--- config.mk ---
export PLATFORM = sky130hd
export DESIGN_NAME = div_ctrl
export DESIGN_NICKNAME = d
export VERILOG_FILES = /design/src/rtl/div_ctrl.sv
export SDC_FILE = /design/constraint.sdc
export NUM_CORES = 1
export LEC_CHECK = 0
export BUFFER_PORTS_ARGS = -buffer_cell sky130_fd_sc_hd__clkbuf_2
export CAP_MARGIN = 20
export CORE_UTILIZATION = 38
export CTS_CLUSTER_SIZE = 24
export DETAILED_ROUTE_END_ITERATION = 7
export SLEW_MARGIN = 20
export SYNTH_ARGS = -nofsm -noshare
export SYNTH_HDL_FRONTEND = slang
export SYNTH_SLANG_ARGS = --single-unit
--- constraint.sdc ---
create_clock -name clk -period 8.53 [get_ports clk]
set_input_delay 0.4265 -clock clk [delete_from_list [all_inputs] [get_ports clk]]
set_output_delay 0.4265 -clock clk [all_outputs]
set_load 0.01 [all_outputs]
--- src/rtl/div_ctrl.sv ---
// rtl/div_ctrl.sv - multi-cycle restoring divider controller for DIV/DIVU with pipeline stall/annul
module div_ctrl (
    input  logic        clk,
    input  logic        resetn,
    input  logic        start,
    input  logic        sign,
    input  logic [31:0] a,
    input  logic [31:0] b,
    input  logic        annul,
    output logic        stall,
    output logic        done,
    output logic [31:0] hi,
    output logic [31:0] lo
);

    typedef enum logic [1:0] {IDLE, BUSY, DONE} state_t;

    state_t      state, state_next;
    logic [31:0] quo, dvs, rem;
    logic [5:0]  cnt;
    logic        neg_q, neg_r;
    logic        accept;
    logic [31:0] abs_a, abs_b;
    logic [32:0] rem_shift;
    logic [33:0] diff;
    logic        q_bit;
    logic [31:0] rem_next, quo_next;
    logic        diff_unused;

    // quo doubles as the dividend shifter: its MSB feeds the remainder, quotient bits enter at the LSB
    always_comb begin
        abs_a       = (sign && a[31]) ? (~a + 32'd1) : a;
        abs_b       = (sign && b[31]) ? (~b + 32'd1) : b;
        accept      = resetn && start && !annul && (state == IDLE || state == DONE);
        rem_shift   = {rem, quo[31]};
        diff        = {1'b0, rem_shift} - {2'b00, dvs};
        q_bit       = ~diff[33];
        rem_next    = q_bit ? diff[31:0] : rem_shift[31:0];
        quo_next    = {quo[30:0], q_bit};
        diff_unused = diff[32];
    end

    always_comb begin
        state_next = state;
        stall      = accept || (state == BUSY && !annul);
        done       = (state == DONE);
        case (state)
            IDLE: if (accept) state_next = (b == 32'd0) ? DONE : BUSY;
            BUSY: begin
                if (annul)              state_next = IDLE;
                else if (cnt == 6'd31)  state_next = DONE;
            end
            DONE: begin
                if (accept) state_next = (b == 32'd0) ? DONE : BUSY;
                else        state_next = IDLE;
            end
            default: state_next = IDLE;
        endcase
    end

    always_ff @(posedge clk or negedge resetn) begin
        if (!resetn) state <= IDLE;
        else         state <= state_next;
    end

    always_ff @(posedge clk or negedge resetn) begin
        if (!resetn) begin
            quo   <= 32'd0;
            dvs   <= 32'd0;
            rem   <= 32'd0;
            cnt   <= 6'd0;
            neg_q <= 1'b0;
            neg_r <= 1'b0;
            hi    <= 32'd0;
            lo    <= 32'd0;
        end else if (accept) begin
            quo   <= abs_a;
            dvs   <= abs_b;
            rem   <= 32'd0;
            cnt   <= 6'd0;
            neg_q <= sign && (a[31] ^ b[31]);
            neg_r <= sign && a[31];
            // divide-by-zero skips iteration: raw dividend to hi, all-ones quotient
            if (b == 32'd0) begin
                hi <= a;
                lo <= 32'hFFFF_FFFF;
            end
        end else if (state == BUSY && !annul) begin
            quo <= quo_next;
            rem <= rem_next;
            cnt <= cnt + 6'd1;
            if (cnt == 6'd31) begin
                lo <= neg_q ? (~quo_next + 32'd1) : quo_next;
                hi <= neg_r ? (~rem_next + 32'd1) : rem_next;
            end
        end
    end

endmodule

# [Yosys cells after proc, flatten, opt, wreduce, memory -nomap -nowiden]
# Index checks and enable logic that the tools add are counted.
[op_classes] addsub=6 eq_ne=6 mux=25 bitwise=6 n_reduce_logical=16
[ops] op="$mux 32" count=17
[ops] op="$add 32x1->32 const B" count=4
[ops] op="$not 32->32" count=4
[ops] op="$sub 33x32->34" count=1
[ops] op="$logic_not 32->1" count=1
[ops] op="$mux 6" count=2
[ops] op="$mux 2" count=5
[ops] op="$logic_and 1x1->1" count=7
[ops] op="$add 6x1->6 const B" count=1
[ops] op="$eq 6x5->1 const B" count=1
[ops] op="$pmux 2 s3" count=1
[ops] op="$reduce_bool 2->1" count=2
[ops] op="$ne 3x2->1 const B" count=1
[ops] op="$reduce_and 3->1" count=1
[ops] op="$eq 2x1->1 const B" count=1
[ops] op="$eq 2x2->1 const B" count=1
[ops] op="$logic_not 2->1" count=1
[ops] op="$logic_or 1x1->1" count=2
[ops] op="$ne 2x1->1 const B" count=1
[ops] op="$ne 2x2->1 const B" count=1
[ops] op="$reduce_and 2->1" count=1
[ops] op="$logic_not 1->1" count=1
[ops] op="$not 1->1" count=1
[ops] op="$xor 1x1->1" count=1
[word_totals] register_bits=170 input_bits=69 output_inout_bits=66 wordCells=68

# [Depth between registers and ports, before layout]
[depth] depth_word=8 mapped_depth=25 depth_no_buf=20

# [Worst setup path before layout]
# No wires, ideal clock.
[synth_timing] kind="reg-to-reg" startpoint="register rem[11]" endpoint="register hi[24]" setup_ns=0.137 t_arrival_ns=5.559 required_ns=8.393 setup_slack_ns=2.834 stages_incl_launch_ff=25 n_path_buf=5 synth_period_minus_slack_ns=5.696 path_cell_list="dfrtp_1 -> ha_1 -> buf_2 -> nand4_1 -> or2_1 -> o221ai_1 -> o21ba_2 -> o41ai_2 -> buf_2 -> buf_4 -> buf_2 -> buf_1 -> nand2_1 -> o21ai_0 -> ha_1 -> inv_1 -> or4b_1 -> or4_1 -> and4bb_1 -> a41oi_2 -> nand3b_4 -> or3b_4 -> o21ai_1 -> xor2_1 -> a21oi_1"
[synth_via] elab_chain_cells=8
[synth_rtl] element="from (decl)" line_no="19" rtl="logic [31:0] quo, dvs, rem;"
[synth_rtl] element="from (signal assigned)" line_no="90" rtl="rem <= rem_next;"
[synth_rtl] element="$sub 33x32->34" line_no="36" rtl="diff = {1'b0, rem_shift} - {2'b00, dvs};"
[synth_rtl] element="$mux 32 *" line_no="38" rtl="rem_next = q_bit ? diff[31:0] : rem_shift[31:0];"
[synth_rtl] element="$not 32->32" line_no="94" rtl="hi <= neg_r ? (~rem_next + 32'd1) : rem_next;"
[synth_rtl] element="$add 32x1->32" line_no="94"
[synth_rtl] element="$mux 32 *" line_no="94"
[synth_rtl] element="$mux 32 *" line_no="92" rtl="if (cnt == 6'd31) begin"
[synth_rtl] element="$mux 32 *" line_no="88" rtl="end else if (state == BUSY && !annul) begin"
[synth_rtl] element="$mux 32 *" line_no="76" rtl="end else if (accept) begin"
[synth_rtl] element="to (signal assigned)" line_no="94"
[synth_rtl] element="to (decl)" line_no="12" rtl="output logic [31:0] hi,"
# Every way passes the cells marked *; elsewhere a longest branch is shown, timed or not. The select of a mux whose other input is x is not followed.
# A chain may end at the register's enable or synchronous reset.

# [Worst setup path after layout]
# Same ends and word-level chain as after synthesis.

==> run metrics <==
top-count cell post-synth=nand2_1; Slew HR=0.3687; synth cell count leaders=222 x nand2_1, 170 x dfrtp_1, 148 x nor2_1; peak supply drop=0.2122 mV; drt via density=5.576; final worst path period need=5.895 ns; initial antenna violation count=0; RSZ-0062 raised after global routing=no; area occupied by multi-input gates=7078 sq um; CTS tree=yes; setup violators final=0; Hold Crit Class=in2reg; Worst Path Max Fanout=56; Pwr Density=354.7 nW/um^2; Req. time, crit path=8.85 ns; Pleak=6.036 nW; vias in the first global route=10,140; Syn Nets=1,581; largest area contributor in the netlist=dfrtp_1; fin crit share=0.6911; Final GP Congestion=0.8965; Async S/R FF share, synth=1.000; reg2reg path depth=20; Post-Syn Area=11,820 sq um; Distinct cells, synth=74; skew final=0.01468 ns; overall die height=178.4 um; clock latency on the worst-skew pair=0.44 ns; setup ws final=2.635 ns; num rows=64; Clk pin slew, worst setup/hold paths=0.07 ns; non-filler cells, final=1,963; Cells after Synth=1,474; Final Hold Viols=0; remaining antenna violation count=0; Synth Flop Type=dfrtp_1; ANT cells=0; number of remaining DRC errors=0; placed inst area=12,810 sq um; slew at the pin closest to its max-slew limit=0.9448 ns; CP cell instances=ha_1, nand4_1, or2_1, o221ai_1, o21ba_2, o41ai_4, buf_4, nand2_1, o21ai_0, ha_1, inv_1, or4b_1, or4_1, and4bb_1, a41oi_2, nand3b_4, or3b_4, o21ai_1, xor2_1, a21oi_1; CP startpoint kind=register; first drt pass iteration count=6; Initial Utilization=0.3865; die footprint=31,820 sq um; clk buf depth=2; DIE WIDTH=178.4 um; Max Cap Viol=0; origin of the worst setup path=rem[11]$_DFFE_PN0P_; area of the core=30,590 sq um; total power=4.773 mW; placed cell count=1,930; Place WS=2.655 ns; crit end category=register; share of layout cells above drive strength 1=0.1315; setup TNS=0 ns; total number of yosys warnings=0; fmax=169.6 MHz; CTS HTree Levels=4; WL final=33,880 um; outcome=complete, no violations; slowest cell delay on critical path=0.60 ns; largest net degree at the start of global routing=95; Pins Over Slew Limit=0; cts repair resizes=0; Total GRT Usage=0.2164; setup slack, reg-to-reg=2.63 ns; hold-fix buffers at CTS=1; Critical Path Sink=hi[24]$_DFFE_PN0P_; worst path arrival time=6.21 ns; cell repeated most along the worst path=ha_1; initial DRC count=703; FF+latch count, synth=170; via count=10,950; storage element area=4254 sq um; total grt overflow=0; syn_area_per_cell=8.022 sq um; Ports=135; Layout fillers=3,080; setup bufs post-CTS=0; slowest cell on the critical path=buf_4; CTS Buf Count=17; Seq/Total Area, Yosys=0.3598; PortBufs=134; ranking of synthesized cells by area=dfrtp_1 36%, nand2_1 7.0%, xor2_1 5.9%; design area=13,460 sq um; reg-to-reg critical path startpoint=rem[11]$_DFFE_PN0P_; first-pass GRT wire length=54,630 um; nets=1,661; EDFF count, synth=0; P&R area growth vs syn=13.82%; Post-DP HPWL=24,810 um; crit path kind=reg2reg; clock root cell=clkbuf_16; worst r2r dst=hi[24]$_DFFE_PN0P_; clock sinks=170; share of the synthesized area in the top cell type=0.3598; DR WL/cell=17.26 um
cells by family (layout without fill, tap and decap cells):
| logic type | count (synthesis) | count (layout) | share of synthesized area |
|---|---|---|---|
| XOR/XNOR | 141 | 141 | 0.1044 |
| multiplexers | 18 | 18 | 0.01545 |
| adder cells (fa/ha/maj) | 38 | 38 | 0.04085 |
| flip-flops | 170 | 170 | 0.3598 |
| buffers and inverters | 142 | 235 | 0.04656 |
| AND/OR/NAND/NOR | 520 | 520 | 0.1978 |
| AO/OA/AOI/OAI | 445 | 445 | 0.2351 |
through the flow:
stage	util	hold WS (ns)
after floorplan	-	0.1309
after global placement	0.4188	0.3403
after detailed placement	0.4189	0.3407
after CTS	0.4398	0.2365
after global routing	0.4400	0.2443
final	0.4400	0.2494
state kept, by name (all words and copies together) (netlist names):
register  flops
state         2
hi           32
dvs          32
neg_q         1
rem          32
neg_r         1
cnt           6
lo           32
quo          32
placed cells by master (no fill, tap or decap), types with 11 or more instances in the layout:
cell,instances
dfrtp_1,170
a21o_1,11
clkbuf_16,17
nand4_1,13
or4_1,13
xnor2_1,62
nor3_1,24
or3_1,17
clkbuf_2,133
nand3_1,21
nor2_1,147
ha_1,37
nand2_1,222
o31ai_1,29
mux2i_1,16
o21ai_0,131
a21oi_1,103
o41ai_1,15
buf_4,13
a31oi_1,62
inv_1,52
xor2_1,79
a22o_1,11
nor4_1,11
worst min path at each step:
stage | from | end | slack (ns) | cells after the start
global placement | resetn | lo[5]$_DFFE_PN0P_ | 0.34 | 1
detailed placement | resetn | lo[2]$_DFFE_PN0P_ | 0.34 | 1
global route | a[24] | quo[24]$_DFFE_PN0P_ | 0.24 | 2
finish | a[24] | quo[24]$_DFFE_PN0P_ | 0.25 | 2
floorplan | resetn | cnt[0]$_DFFE_PN0P_ | 0.13 | 0
CTS | a[24] | quo[24]$_DFFE_PN0P_ | 0.24 | 2
power breakdown:
| part | switching, mW | leakage (nW) | internal, mW |
|---|---|---|---|
| logic | 1.76 | 3.50 | 1.04 |
| clock network | 0.378 | 0.304 | 0.474 |
| registers | 0.178 | 2.23 | 0.950 |
layout make-up:
cell class	count	share of cell area
Clock buffer	17	0.03161
Clock inverter	15	0.01515
Inverter	54	0.01525
Multi-Input combinational cell	1162	0.5259
Sequential cell	170	0.3161
Tap cell	396	0.03682
Timing Repair Buffer	149	0.05913
per-layer routing:
| metal | global-route usage | vias to the layer above | routed length (um) |
|---|---|---|---|
| li1 | - | 5398 | - |
| met1 | 0.3163 | 5199 | 16650 |
| met2 | 0.3359 | 314 | 14960 |
| met3 | 0.03069 | 35 | 1821 |
| met4 | 0.04732 | 0 | 445 |
| met5 | 0 | - | 0 |
critical path, delay by kind of cell (launching register included):
family | cells | cell delay [ns]
xor gates and xnor gates | 1 | 0.16
buffers and inverters | 2 | 0.67
AOI/OAI and AO/OA | 7 | 1.24
DFF | 1 | 0.44
adders and majority gates | 2 | 0.68
and+or+nand+nor | 8 | 2.60
No activity file was read; power rests on OpenSTA's default activity.
